[config.mk]
export PLATFORM = sky130hd
export DESIGN_NAME = decode_hazard_unit_flat
export DESIGN_NICKNAME = d
export VERILOG_FILES = /design/src/rtl/decode_hazard_unit_pkg.sv /design/src/rtl/decode_hazard_unit_if.sv /design/src/rtl/decode_hazard_unit_instr_class_decode.sv /design/src/rtl/decode_hazard_unit.sv /design/src/flat_wrapper.sv
export SDC_FILE = /design/constraint.sdc
export NUM_CORES = 1
export LEC_CHECK = 0
export ABC_AREA = 1
export BUFFER_PORTS_ARGS = -buffer_cell sky130_fd_sc_hd__buf_2
export CORE_MARGIN = 1.5
export CORE_UTILIZATION = 32
export CTS_BUF_LIST = sky130_fd_sc_hd__clkbuf_16
export DETAILED_ROUTE_END_ITERATION = 8
export GPL_TIMING_DRIVEN = 1
export PLACE_DENSITY = 0.56
export SLEW_MARGIN = 20
export SYNTH_ARGS = -nofsm -noshare
export SYNTH_HDL_FRONTEND = slang
export SYNTH_SLANG_ARGS = --single-unit
[constraint.sdc]
create_clock -name clk -period 3.35 [get_ports clk]
set_input_delay 0.5025 -clock clk [delete_from_list [all_inputs] [get_ports clk]]
set_output_delay 0.5025 -clock clk [all_outputs]
set_load 0.1 [all_outputs]
[src/rtl/decode_hazard_unit_pkg.sv]
// Shared decode constants for the D-stage hazard unit.
// Holds the MIPS opcode/funct encodings, the Tuse/Tnew class constants, the
// NO_USE marker for sources an instruction never reads, the return-address
// register index, and the packed decode result consumed by the hazard logic.
package decode_hazard_unit_pkg;

  // Primary opcodes (ir[31:26])
  localparam logic [5:0] OP_SPECIAL = 6'h00;
  localparam logic [5:0] OP_REGIMM  = 6'h01;
  localparam logic [5:0] OP_J       = 6'h02;
  localparam logic [5:0] OP_JAL     = 6'h03;
  localparam logic [5:0] OP_BEQ     = 6'h04;
  localparam logic [5:0] OP_BNE     = 6'h05;
  localparam logic [5:0] OP_BLEZ    = 6'h06;
  localparam logic [5:0] OP_BGTZ    = 6'h07;
  localparam logic [5:0] OP_ADDI    = 6'h08;
  localparam logic [5:0] OP_ADDIU   = 6'h09;
  localparam logic [5:0] OP_SLTI    = 6'h0a;
  localparam logic [5:0] OP_SLTIU   = 6'h0b;
  localparam logic [5:0] OP_ANDI    = 6'h0c;
  localparam logic [5:0] OP_ORI     = 6'h0d;
  localparam logic [5:0] OP_XORI    = 6'h0e;
  localparam logic [5:0] OP_LUI     = 6'h0f;
  localparam logic [5:0] OP_LB      = 6'h20;
  localparam logic [5:0] OP_LH      = 6'h21;
  localparam logic [5:0] OP_LW      = 6'h23;
  localparam logic [5:0] OP_LBU     = 6'h24;
  localparam logic [5:0] OP_LHU     = 6'h25;
  localparam logic [5:0] OP_SB      = 6'h28;
  localparam logic [5:0] OP_SH      = 6'h29;
  localparam logic [5:0] OP_SW      = 6'h2b;

  // SPECIAL funct codes (ir[5:0])
  localparam logic [5:0] FN_SLL   = 6'h00;
  localparam logic [5:0] FN_SRL   = 6'h02;
  localparam logic [5:0] FN_SRA   = 6'h03;
  localparam logic [5:0] FN_SLLV  = 6'h04;
  localparam logic [5:0] FN_SRLV  = 6'h06;
  localparam logic [5:0] FN_SRAV  = 6'h07;
  localparam logic [5:0] FN_JR    = 6'h08;
  localparam logic [5:0] FN_JALR  = 6'h09;
  localparam logic [5:0] FN_MFHI  = 6'h10;
  localparam logic [5:0] FN_MFLO  = 6'h12;
  localparam logic [5:0] FN_MULT  = 6'h18;
  localparam logic [5:0] FN_MULTU = 6'h19;
  localparam logic [5:0] FN_DIV   = 6'h1a;
  localparam logic [5:0] FN_DIVU  = 6'h1b;
  localparam logic [5:0] FN_ADD   = 6'h20;
  localparam logic [5:0] FN_ADDU  = 6'h21;
  localparam logic [5:0] FN_SUB   = 6'h22;
  localparam logic [5:0] FN_SUBU  = 6'h23;
  localparam logic [5:0] FN_AND   = 6'h24;
  localparam logic [5:0] FN_OR    = 6'h25;
  localparam logic [5:0] FN_XOR   = 6'h26;
  localparam logic [5:0] FN_NOR   = 6'h27;
  localparam logic [5:0] FN_SLT   = 6'h2a;
  localparam logic [5:0] FN_SLTU  = 6'h2b;

  typedef logic [1:0] tuse_t;
  typedef logic [1:0] tnew_t;

  localparam tuse_t TUSE_0  = 2'd0;
  localparam tuse_t TUSE_1  = 2'd1;
  localparam tuse_t TUSE_2  = 2'd2;
  localparam tuse_t NO_USE  = 2'd3;   // source field is not read

  localparam tnew_t TNEW_0  = 2'd0;
  localparam tnew_t TNEW_1  = 2'd1;
  localparam tnew_t TNEW_2  = 2'd2;

  localparam logic [4:0] REG_RA = 5'd31;

  // Everything the hazard logic needs to know about the D-stage instruction.
  typedef struct packed {
    logic [4:0] rs;
    logic [4:0] rt;
    logic [4:0] dest;     // 0 means no register write
    tuse_t      tuse_rs;
    tuse_t      tuse_rt;
    tnew_t      tnew;     // cycles until the result exists, counted from stage 1
    logic       md_mul;   // MULT/MULTU: loads MUL_LAT on issue
    logic       md_div;   // DIV/DIVU: loads DIV_LAT on issue
    logic       md_use;   // touches HI/LO, must wait for the unit to go idle
  } dec_t;

endpackage

[src/rtl/decode_hazard_unit_if.sv]
// D-stage hazard interface.
// master (pipeline D stage): drives id_valid/id_ir; slave (hazard unit):
// returns stall, fwd_rs_sel, fwd_rt_sel, md_busy and e_dest.
// Handshake: id_valid marks a real instruction in D. When stall is high the
// instruction in D is not accepted: the pipeline holds PC and IF/ID and the
// hazard unit itself puts a bubble into stage 1. An instruction is consumed
// on a clock edge exactly when id_valid=1 and stall=0. stall is never high
// while id_valid=0.
interface decode_hazard_unit_if #(
  parameter int STAGES = 3,
  parameter int REG_W  = 5
) ();
  localparam int SEL_W = $clog2(STAGES + 1);

  logic             id_valid;
  logic [31:0]      id_ir;
  logic             stall;
  logic [SEL_W-1:0] fwd_rs_sel;
  logic [SEL_W-1:0] fwd_rt_sel;
  logic             md_busy;
  logic [REG_W-1:0] e_dest;

  modport master (
    output id_valid, id_ir,
    input  stall, fwd_rs_sel, fwd_rt_sel, md_busy, e_dest
  );

  modport slave (
    input  id_valid, id_ir,
    output stall, fwd_rs_sel, fwd_rt_sel, md_busy, e_dest
  );
endinterface

[src/rtl/decode_hazard_unit_instr_class_decode.sv]
// instr_class_decode: pure combinational instruction-class decode.
// Ports: ir (D-stage instruction word) -> dec (source/destination indices,
// Tuse for rs and rt, Tnew on entry to stage 1, HI/LO unit flags).
module instr_class_decode
  import decode_hazard_unit_pkg::*;
(
  input  logic [31:0] ir,
  output dec_t        dec
);
  logic [5:0] op;
  logic [5:0] fn;
  logic [4:0] rs;
  logic [4:0] rt;
  logic [4:0] rd;
  logic       is_nop;

  logic ld, st, cal_r_normal, cal_r_with_sa, cal_r_mul, move_r;
  logic cal_i, lui, b_type, b_zero, jal, jalr, jr;

  assign op = ir[31:26];
  assign fn = ir[5:0];
  assign rs = ir[25:21];
  assign rt = ir[20:16];
  assign rd = ir[15:11];
  // The all-zero word is the canonical nop; treating it as classless keeps
  // it from being seen as an sll that reads rt.
  assign is_nop = (ir == 32'h0);

  always_comb begin
    ld = 1'b0; st = 1'b0; cal_r_normal = 1'b0; cal_r_with_sa = 1'b0;
    cal_r_mul = 1'b0; move_r = 1'b0; cal_i = 1'b0; lui = 1'b0;
    b_type = 1'b0; b_zero = 1'b0; jal = 1'b0; jalr = 1'b0; jr = 1'b0;
    if (!is_nop) begin
      if (op == OP_SPECIAL) begin
        case (fn)
          FN_ADD, FN_ADDU, FN_SUB, FN_SUBU, FN_AND, FN_OR, FN_XOR, FN_NOR,
          FN_SLT, FN_SLTU, FN_SLLV, FN_SRLV, FN_SRAV: cal_r_normal = 1'b1;
          FN_SLL, FN_SRL, FN_SRA:                     cal_r_with_sa = 1'b1;
          FN_MULT, FN_MULTU, FN_DIV, FN_DIVU:         cal_r_mul = 1'b1;
          FN_MFHI, FN_MFLO:                           move_r = 1'b1;
          FN_JR:                                      jr = 1'b1;
          FN_JALR:                                    jalr = 1'b1;
          default: ;
        endcase
      end else begin
        case (op)
          OP_LB, OP_LH, OP_LW, OP_LBU, OP_LHU:        ld = 1'b1;
          OP_SB, OP_SH, OP_SW:                        st = 1'b1;
          OP_ADDI, OP_ADDIU, OP_SLTI, OP_SLTIU,
          OP_ANDI, OP_ORI, OP_XORI:                   cal_i = 1'b1;
          OP_LUI:                                     lui = 1'b1;
          OP_BEQ, OP_BNE:                             b_type = 1'b1;
          OP_BLEZ, OP_BGTZ, OP_REGIMM:                b_zero = 1'b1;
          OP_JAL:                                     jal = 1'b1;
          // J reads and writes nothing, so it needs no class flag.
          default: ;
        endcase
      end
    end
  end

  always_comb begin
    dec.rs = rs;
    dec.rt = rt;

    if (b_type || b_zero || jr || jalr)                       dec.tuse_rs = TUSE_0;
    else if (cal_r_normal || cal_r_mul || cal_i || ld || st)  dec.tuse_rs = TUSE_1;
    else                                                      dec.tuse_rs = NO_USE;

    if (b_type)                                               dec.tuse_rt = TUSE_0;
    else if (cal_r_normal || cal_r_with_sa || cal_r_mul)      dec.tuse_rt = TUSE_1;
    else if (st)                                              dec.tuse_rt = TUSE_2;
    else                                                      dec.tuse_rt = NO_USE;

    if (cal_r_normal || cal_r_with_sa || move_r || jalr)      dec.dest = rd;
    else if (cal_i || lui || ld)                              dec.dest = rt;
    else if (jal)                                             dec.dest = REG_RA;
    else                                                      dec.dest = 5'd0;

    if (ld)                                                   dec.tnew = TNEW_2;
    else if (cal_r_normal || cal_r_with_sa || cal_i || lui || move_r)
                                                              dec.tnew = TNEW_1;
    else                                                      dec.tnew = TNEW_0;

    dec.md_mul = cal_r_mul && (fn == FN_MULT || fn == FN_MULTU);
    dec.md_div = cal_r_mul && (fn == FN_DIV  || fn == FN_DIVU);
    dec.md_use = cal_r_mul || move_r;
  end
endmodule

[src/rtl/decode_hazard_unit.sv]
// decode_hazard_unit: D-stage stall and forwarding-select generation.
// Ports: clk, reset (async, active-high); bus (slave modport) carries
// id_valid/id_ir in and stall, fwd_rs_sel, fwd_rt_sel, md_busy, e_dest out.
// Keeps a {dest, tnew} scoreboard for STAGES downstream stages (STAGES >= 2)
// and a HI/LO busy counter. All outputs are combinational from registered
// state plus the D-stage instruction; nothing feeds back from an output.
module decode_hazard_unit
  import decode_hazard_unit_pkg::*;
#(
  parameter int STAGES  = 3,
  parameter int MUL_LAT = 5,
  parameter int DIV_LAT = 10,
  parameter int REG_W   = 5
) (
  input  logic                 clk,
  input  logic                 reset,
  decode_hazard_unit_if.slave  bus
);
  localparam int SEL_W  = $clog2(STAGES + 1);
  localparam int MD_MAX = (MUL_LAT > DIV_LAT) ? MUL_LAT : DIV_LAT;
  localparam int CNT_W  = $clog2(MD_MAX + 1);

  dec_t dec;

  instr_class_decode u_decode (
    .ir  (bus.id_ir),
    .dec (dec)
  );

  // Stage k holds the destination of the instruction k stages past D and the
  // cycles remaining until its result exists.
  logic [REG_W-1:0] sb_dest [1:STAGES];
  tnew_t            sb_tnew [1:STAGES];
  logic [CNT_W-1:0] md_cnt;

  logic             md_busy;
  logic             rs_stall, rt_stall, md_stall, stall, issue;
  logic [SEL_W-1:0] rs_sel, rt_sel;

  // Youngest matching stage wins; scanning oldest-first lets later (younger)
  // hits overwrite earlier ones.
  function automatic void check_src(
    input  logic [REG_W-1:0] src,
    input  tuse_t            tuse,
    output logic             src_stall,
    output logic [SEL_W-1:0] src_sel
  );
    logic  hit;
    tnew_t t;
    int    k_win;
    hit       = 1'b0;
    t         = TNEW_0;
    k_win     = 0;
    src_stall = 1'b0;
    src_sel   = '0;
    for (int k = STAGES; k >= 1; k--) begin
      if (sb_dest[k] != '0 && sb_dest[k] == src) begin
        hit   = 1'b1;
        t     = sb_tnew[k];
        k_win = k;
      end
    end
    if (hit && tuse != NO_USE) begin
      if (t > tuse)          src_stall = 1'b1;
      else if (t == TNEW_0)  src_sel   = SEL_W'(k_win);
      // otherwise the value is not ready yet but will be picked up by
      // forwarding further down the pipe, so D reads the register file
    end
  endfunction

  assign md_busy = (md_cnt != '0);

  always_comb begin
    check_src(REG_W'(dec.rs), dec.tuse_rs, rs_stall, rs_sel);
    check_src(REG_W'(dec.rt), dec.tuse_rt, rt_stall, rt_sel);
    md_stall = dec.md_use && md_busy;
    stall    = bus.id_valid && (rs_stall || rt_stall || md_stall);
    issue    = bus.id_valid && !stall;
  end

  always_ff @(posedge clk or posedge reset) begin
    if (reset) begin
      for (int k = 1; k <= STAGES; k++) begin
        sb_dest[k] <= '0;
        sb_tnew[k] <= TNEW_0;
      end
      md_cnt <= '0;
    end else begin
      if (issue) begin
        sb_dest[1] <= REG_W'(dec.dest);
        sb_tnew[1] <= dec.tnew;
      end else begin
        sb_dest[1] <= '0;
        sb_tnew[1] <= TNEW_0;
      end
      for (int k = 2; k <= STAGES; k++) begin
        sb_dest[k] <= sb_dest[k-1];
        sb_tnew[k] <= (sb_tnew[k-1] != TNEW_0) ? sb_tnew[k-1] - TNEW_1 : TNEW_0;
      end

      // An MD op cannot issue while busy (it stalls), so a load never
      // collides with a count in progress.
      if (issue && dec.md_mul)      md_cnt <= CNT_W'(MUL_LAT);
      else if (issue && dec.md_div) md_cnt <= CNT_W'(DIV_LAT);
      else if (md_busy)             md_cnt <= md_cnt - CNT_W'(1);
    end
  end

  assign bus.stall      = stall;
  assign bus.fwd_rs_sel = rs_sel;
  assign bus.fwd_rt_sel = rt_sel;
  assign bus.md_busy    = md_busy;
  assign bus.e_dest     = sb_dest[1];
endmodule

[src/flat_wrapper.sv]
// flat-port wrapper written by rule: the top's interface ports become plain ports
module decode_hazard_unit_flat import decode_hazard_unit_pkg::*;
#(
  parameter int STAGES  = 3,
  parameter int MUL_LAT = 5,
  parameter int DIV_LAT = 10,
  parameter int REG_W   = 5
)
  (clk, reset, bus_id_valid, bus_id_ir, bus_stall, bus_fwd_rs_sel, bus_fwd_rt_sel, bus_md_busy, bus_e_dest);
  decode_hazard_unit_if #(.STAGES(STAGES), .REG_W(REG_W)) bus_i ();
  input  logic clk;
  input  logic reset;
  input wire logic [$bits(bus_i.id_valid)-1:0] bus_id_valid;
  input wire logic [$bits(bus_i.id_ir)-1:0] bus_id_ir;
  output wire logic [$bits(bus_i.stall)-1:0] bus_stall;
  output wire logic [$bits(bus_i.fwd_rs_sel)-1:0] bus_fwd_rs_sel;
  output wire logic [$bits(bus_i.fwd_rt_sel)-1:0] bus_fwd_rt_sel;
  output wire logic [$bits(bus_i.md_busy)-1:0] bus_md_busy;
  output wire logic [$bits(bus_i.e_dest)-1:0] bus_e_dest;
  assign bus_i.id_valid = bus_id_valid;
  assign bus_i.id_ir = bus_id_ir;
  assign bus_stall = bus_i.stall;
  assign bus_fwd_rs_sel = bus_i.fwd_rs_sel;
  assign bus_fwd_rt_sel = bus_i.fwd_rt_sel;
  assign bus_md_busy = bus_i.md_busy;
  assign bus_e_dest = bus_i.e_dest;
  decode_hazard_unit #(.STAGES(STAGES), .MUL_LAT(MUL_LAT), .DIV_LAT(DIV_LAT), .REG_W(REG_W)) u_core (.clk(clk), .reset(reset), .bus(bus_i));
endmodule
==> results of run 1 <==
[what timing repair did]
| action | 4_1_cts | 5_1_grt |
|---|---|---|
| endpoints found under the setup margin | 5 | 5 |
| cloned | 0 | 0 |
| pin swaps | 4 | 17 |
| resized for setup | 11 | 27 |
| buffers inserted | 2 | 9 |
[area by class of cell]
cell class                      count  area share [%]
Multi-Input combinational cell    261            51.0
Clock buffer                        3            2.46
Clock inverter                      1           0.287
Sequential cell                    25            20.8
Tap cell                           96            3.93
Timing Repair Buffer               61            13.9
Inverter                           62            7.62
[state kept, by name (all words and copies together) (netlist names)]
register	cells
u_core.sb_tnew	6
u_core.bus.e_dest	5
u_core.sb_dest	10
u_core.md_cnt	4
[routing by layer]
| layer | global-route usage (%) | share of wire, % | vias up |
|---|---|---|---|
| met4 | 4.69 | 1.2 | 0 |
| met2 | 24.4 | 45 | 48 |
| li1 | - | - | 1206 |
| met5 | 0 | 0 | - |
| met3 | 0.840 | 3.5 | 4 |
| met1 | 22.1 | 50 | 988 |
[how the worst max path moves through the flow]
| stage | depth (start not counted) | start | slack (ns) | end |
|---|---|---|---|---|
| after CTS | 15 | u_core.sb_dest[5] | 0.001 | bus_fwd_rt_sel[0] |
| after floorplan | 18 | bus_id_ir[21] | -0.32 | bus_fwd_rs_sel[0] |
| after global routing | 13 | u_core.bus.e_dest[1] | -0.15 | bus_stall |
| final | 13 | u_core.bus.e_dest[0] | 0.07 | bus_stall |
| after global placement | 17 | bus_id_ir[17] | 0.12 | bus_stall |
| after detailed placement | 17 | bus_id_ir[16] | 0.03 | bus_stall |
[power by group]
group | switching, W | internal (W)
clock | 0.000119 | 0.000165
sequential | 0.0000293 | 0.000339
combinational | 0.000237 | 0.000146
total | 0.000385 | 0.000650
[cell families (layout without fill, tap and decap cells)]
logic type / count (synthesis) / count (layout) / synth area share [%]
and+or+nand+nor: 201 / 201 / 41.0
buffers and inverters: 68 / 127 / 11.8
AOI/OAI and AO/OA: 29 / 29 / 7.89
xor gates and xnor gates: 26 / 26 / 9.76
DFF: 25 / 25 / 26.8
adders and majority gates: 5 / 5 / 2.68
[critical path, delay by kind of cell, from the launching register on]
family                   cells  cell delay [ns]
AND/OR/NAND/NOR              6             0.74
AO/OA/AOI/OAI                3             0.56
flip-flops                   1             0.44
adder cells (fa/ha/maj)      1             0.32
buffers and inverters        2             0.26
XOR/XNOR                     1             0.18
[cells in the mapped netlist (all sizes together), types with 2 or more instances]
master,instances
dfrtp,25
xor2,7
nand3,22
a21oi,7
or2,2
xnor2,19
o21ai,14
nand2,109
o22ai,2
nand4,5
nor3,9
buf,5
inv,62
ha,5
nor2,53
[per-stage QoR]
step	setup WS (ns)	total power [W]
after floorplan	-0.322	0.000651
after global placement	0.121	0.000728
after detailed placement	0.0269	0.000732
after CTS	0.00114	0.00102
after global routing	-0.153	0.00110
final	0.0682	0.00104
==> results.py, run 1 <==
metrics = {
    "timing": {
        "fin_crit_ns": 3.28,
        "drv_slew": 0,
        "max_freq_mhz": 305,
        "relSlewSlack_pct": 38.0,
        "finalHoldViolations": 0,
        "hold_slack_ns": 0.315,
        "rsz0062_at_grt": "yes",
        "finalSetupViolCount": 0,
        "fin_setup_tns_ns": 0,
        "skew_ns": 0.00365,
        "finalCritPeriodShare_pct": 98.0,
        "worst_slew_pin_slew_ns": 0.924,
    },
    "critical_path": {
        "start_kind": "register",
        "cp_common_cell": "nor2_4",
        "critPathMaxFanout": 7,
        "endpoint_kind": "primary output",
        "critical_path_required_ns": 2.85,
        "path_class": "reg2out",
        "worst_ep_arrival_time_ns": 2.78,
        "r2r_cells": 25,
        "reg2reg_slack_ns": 0.67,
        "r2r-end": "u_core.md_cnt[1]",
        "slowest_delay_ns": 0.44,
        "crit_chain": "xnor2_1 -> nand2_1 -> nor2_1 -> nand4_1 -> o21ai_1 -> o22ai_2 -> ha_1 -> a22oi_2 -> inv_2 -> nor2_4 -> nor2_8 -> nor2_4 -> buf_12",
        "crit_slowest_cell": "dfrtp_1",
        "r2r-start": "u_core.sb_dest[1]",
    },
    "routing": {
        "vias": 2246,
        "avgRoutedWirePerCell_um": 11.2,
        "drt_iter0_drc": 152,
        "routed_via_density": 4.41,
        "wirelength_um": 5700,
        "drt_first_pass_iters": 4,
        "drc": 0,
        "ant_nets": 0,
    },
    "die": {
        "start_util_pct": 33.8,
        "rows": 30,
        "die-area_mm2": 0.00781,
        "die_y_um": 88.4,
        "ios": 46,
        "die_w_um": 88.4,
        "core_mm2": 0.00691,
    },
    "final_layout": {
        "final_util_pct": 44.2,
        "layout.cells.non_filler": 509,
        "layout_common_cells": "nand2_1, inv_1, buf_2, nor2_1, nand3_1",
        "final_cell_area_mm2": 0.00305,
        "n_fill_cell": 728,
        "antenna_cells": 0,
        "final_nets": 454,
        "multi_input_area_mm2": 0.00156,
        "seq_area_um2": 634,
        "layout-drive-gt1-share_pct": 31.5,
        "final_common_cell": "nand2_1",
        "area_growth_pct": 31.0,
    },
    "clock_network": {
        "htreeDepth": 1,
        "clockBufferDepth": 2,
        "holdBufCountCts": 0,
        "clockRootBuffer": "clkbuf_16",
        "clock_latency_ns": 0.26,
        "clkSinkCount": 25,
        "cts_tree": "done",
        "path_clk_slew_ns": 0.07,
        "cts_buffers": 3,
    },
    "place": {
        "placed_cells": 494,
        "numPortBuffers": 45,
        "globalplace.congestion": 0.826,
        "hpwlAfterDp_um": 4580,
        "dpl_cell_area_mm2": 0.00277,
    },
    "logic_synthesis": {
        "synth_edf_count": 0,
        "synth_top_area_cell": "dfrtp_1",
        "async_flop_share_pct": 100,
        "yosys_most_used_dff": "dfrtp_1",
        "synth-seq-area-share_pct": 26.8,
        "yosys_warnings": 0,
        "yosysTopAreaCellShare_pct": 26.8,
        "yosys-top-cells-area": "dfrtp_1, nand2_1, inv_1",
        "synth-seq-cells": 25,
        "avgSynthCellArea_um2": 6.59,
        "synthesis.nets": 394,
        "synth_cell_types": 37,
        "syn_area_mm2": 0.00233,
        "synth_cells": 354,
    },
    "global_routing": {
        "grt-ovfl-total": 0,
        "grt_max_degree": 26,
        "grt_use_total_pct": 15.2,
        "grt_first_pass_wirelength_um": 9360,
        "grt_pass1_vias": 2039,
        "antenna_found_initial": 0,
    },
    "run_status": {
        "status": "completed",
    },
    "hold_path": {
        "hold_path_class": "in2async",
    },
    "power": {
        "p_leak_nw": 1.61,
        "vdd_drop_max_uv": 149,
        "pwr_density_cell_mw_per_mm2": 339,
    },
    "run": {
        "cap_violations": 0,
    },
}
Power figures use the tool's default switching activity.
==> inputs of run 2 (changes only) <==
CTS_BUF_LIST = not set   (was sky130_fd_sc_hd__clkbuf_16)
==> run 2 against run 1 <==
  * Worst setup slack better by 0.0055 ns
  * Total power down 8.2%
  * First-iteration DRC count is 22% higher
  * Clock power decreased by 29%
  * Sequential power is essentially flat
  * Global-route usage up 0.14 points
  * Critical endpoint unchanged
  * Clock skew grew 0.0011 ns
==> results.py, run 2 (synthesis gave the netlist of run 1 again) <==
metrics = {
    "run_status": {
        "status": "completed",
    },
    "place": {
        "placed_cells": 494,
        "globalplace.congestion": 0.826,
        "numPortBuffers": 45,
        "hpwlAfterDp_um": 4580,
    },
    "critical_path": {
        "critical_path_required_ns": 2.85,
        "start_kind": "register",
        "endpoint_kind": "primary output",
        "worst_ep_arrival_time_ns": 2.77,
        "path_class": "reg2out",
        "critPathMaxFanout": 2,
    },
    "clock_network": {
        "clockRootBuffer": "clkbuf_8",
        "htreeDepth": 1,
        "path_clk_slew_ns": 0.10,
        "clkSinkCount": 25,
        "clockBufferDepth": 2,
        "clock_latency_ns": 0.28,
        "cts_tree": "done",
        "cts_buffers": 3,
        "holdBufCountCts": 0,
    },
    "die": {
        "start_util_pct": 33.8,
        "core_mm2": 0.00691,
        "die-area_mm2": 0.00781,
        "ios": 46,
        "die_y_um": 88.4,
        "rows": 30,
        "die_w_um": 88.4,
    },
    "routing": {
        "drt_iter0_drc": 185,
        "vias": 2239,
        "avgRoutedWirePerCell_um": 11.3,
        "drt_first_pass_iters": 4,
        "drc": 0,
        "routed_via_density": 4.38,
        "wirelength_um": 5760,
        "ant_nets": 0,
    },
    "timing": {
        "hold_slack_ns": 0.292,
        "skew_ns": 0.00473,
        "max_freq_mhz": 305,
        "worst_slew_pin_slew_ns": 0.929,
        "rsz0062_at_grt": "yes",
        "finalSetupViolCount": 0,
        "finalHoldViolations": 0,
        "drv_slew": 0,
        "relSlewSlack_pct": 37.7,
        "fin_crit_ns": 3.28,
        "finalCritPeriodShare_pct": 97.8,
    },
    "final_layout": {
        "layout_common_cells": "nand2_1, inv_1, nor2_1, buf_2, nand3_1",
        "n_fill_cell": 741,
        "largest_reg_flops": 10,
        "final_util_pct": 43.7,
        "antenna_cells": 0,
        "final_common_cell": "nand2_1",
        "final_nets": 456,
        "regMostFlops": "u_core.sb_dest",
        "seq_area_um2": 634,
        "layout-drive-gt1-share_pct": 31.1,
        "multi_input_area_mm2": 0.00154,
        "area_growth_pct": 29.5,
        "layout.cells.non_filler": 511,
    },
    "power": {
        "clkPwrFrac_pct": 21.1,
        "p_comb_share_pct": 40.2,
        "switching_share_pct": 39.9,
        "pwr_density_cell_mw_per_mm2": 315,
        "vdd_drop_max_uv": 147,
        "switchingPower_w": 0.000379,
        "p_seq_share_pct": 38.7,
        "p_int_w": 0.000572,
        "p_leak_nw": 1.60,
    },
    "run": {
        "cap_violations": 0,
    },
    "hold_path": {
        "hold_path_class": "in2async",
    },
    "global_routing": {
        "grt_max_degree": 26,
        "grt_first_pass_wirelength_um": 9470,
        "grt_pass1_vias": 2065,
        "antenna_found_initial": 0,
        "grt-ovfl-total": 0,
        "grt_use_total_pct": 15.4,
    },
}
==> run 2: cell types whose count changed in the layout (fill, tap and decap cells not counted), sizes merged <==
cell / previous run / this run
buf: 61 / 63
==> run 2: per-layer routing <==
metal,vias to the layer above,GRT usage [%],wire length (µm)
met5,-,0,0
met2,49,24.9,2610
met4,0,4.55,70
met1,975,22.1,2910
met3,5,0.840,166
li1,1210,-,-
==> run 2: layout make-up <==
class	count	area share, %
clock buffer	3	1.37
clock inverter	1	0.290
inverter	62	7.71
multi-input combinational	261	51.0
sequential	25	21.0
tap	96	3.98
timing repair buffer	63	14.7
==> run 2: metrics by stage <==
stage,TNS [ns],power (W),instance area (µm²),setup slack [ns]
6_report,0,0.000950,3020,0.0737
5_1_grt,-0.259,0.00102,3020,-0.125
4_1_cts,0,0.000938,2870,0.0140
3_5_place_dp,0,0.000732,2770,0.0269
3_3_place_gp,0,0.000728,2770,0.121
2_1_floorplan,-1.13,0.000651,2350,-0.322
==> run 2: final timing paths <==
| check | start | endpoint | slack [ns] | cells past startpoint |
|---|---|---|---|---|
| min in group clk | u_core.sb_tnew[2] | u_core.sb_tnew[0] | 0.46 | 1 |
| min | reset | u_core.bus.e_dest[0] | 0.29 | 2 |
| min reg2reg | u_core.sb_tnew[2] | u_core.sb_tnew[0] | 0.46 | 1 |
| max in group asynchronous | reset | u_core.sb_dest[8] | 2.59 | 2 |
| max reg2reg | u_core.sb_dest[1] | u_core.md_cnt[1] | 0.68 | 23 |
| max | u_core.sb_dest[1] | bus_stall | 0.07 | 20 |
==> run 2: repair_timing <==
| item | 4_1_cts | 5_1_grt |
|---|---|---|
| setup buffers | 2 | 11 |
| resized for setup | 16 | 19 |
| pin swaps | 6 | 9 |
| setup endpoints to repair | 5 | 5 |
==> run 2: power groups by stage <==
stage                     Sequential, W  Clock [W]  Combinational [W]
after global placement         0.000372          0           0.000356
final                          0.000367   0.000201           0.000382
after global routing           0.000374   0.000217           0.000429
after CTS                      0.000367   0.000203           0.000368
after floorplan                0.000365          0           0.000286
after detailed placement       0.000372          0           0.000360
==> run 2: critical path: stages (launching register included) <==
cell	delay (ns)
dfrtp_2	0.43
or2_0	0.23
nor2_2	0.13
nor2_1	0.06
nand2_1	0.10
nor2_2	0.06
nand2_1	0.05
o211ai_1	0.07
o21ai_1	0.11
inv_1	0.09
ha_4	0.27
inv_2	0.03
nor2_2	0.08
a2bb2oi_2	0.15
nand2_1	0.08
inv_2	0.06
nand2_2	0.05
nand2_4	0.08
nor2_8	0.05
nor2_4	0.09
buf_12	0.18
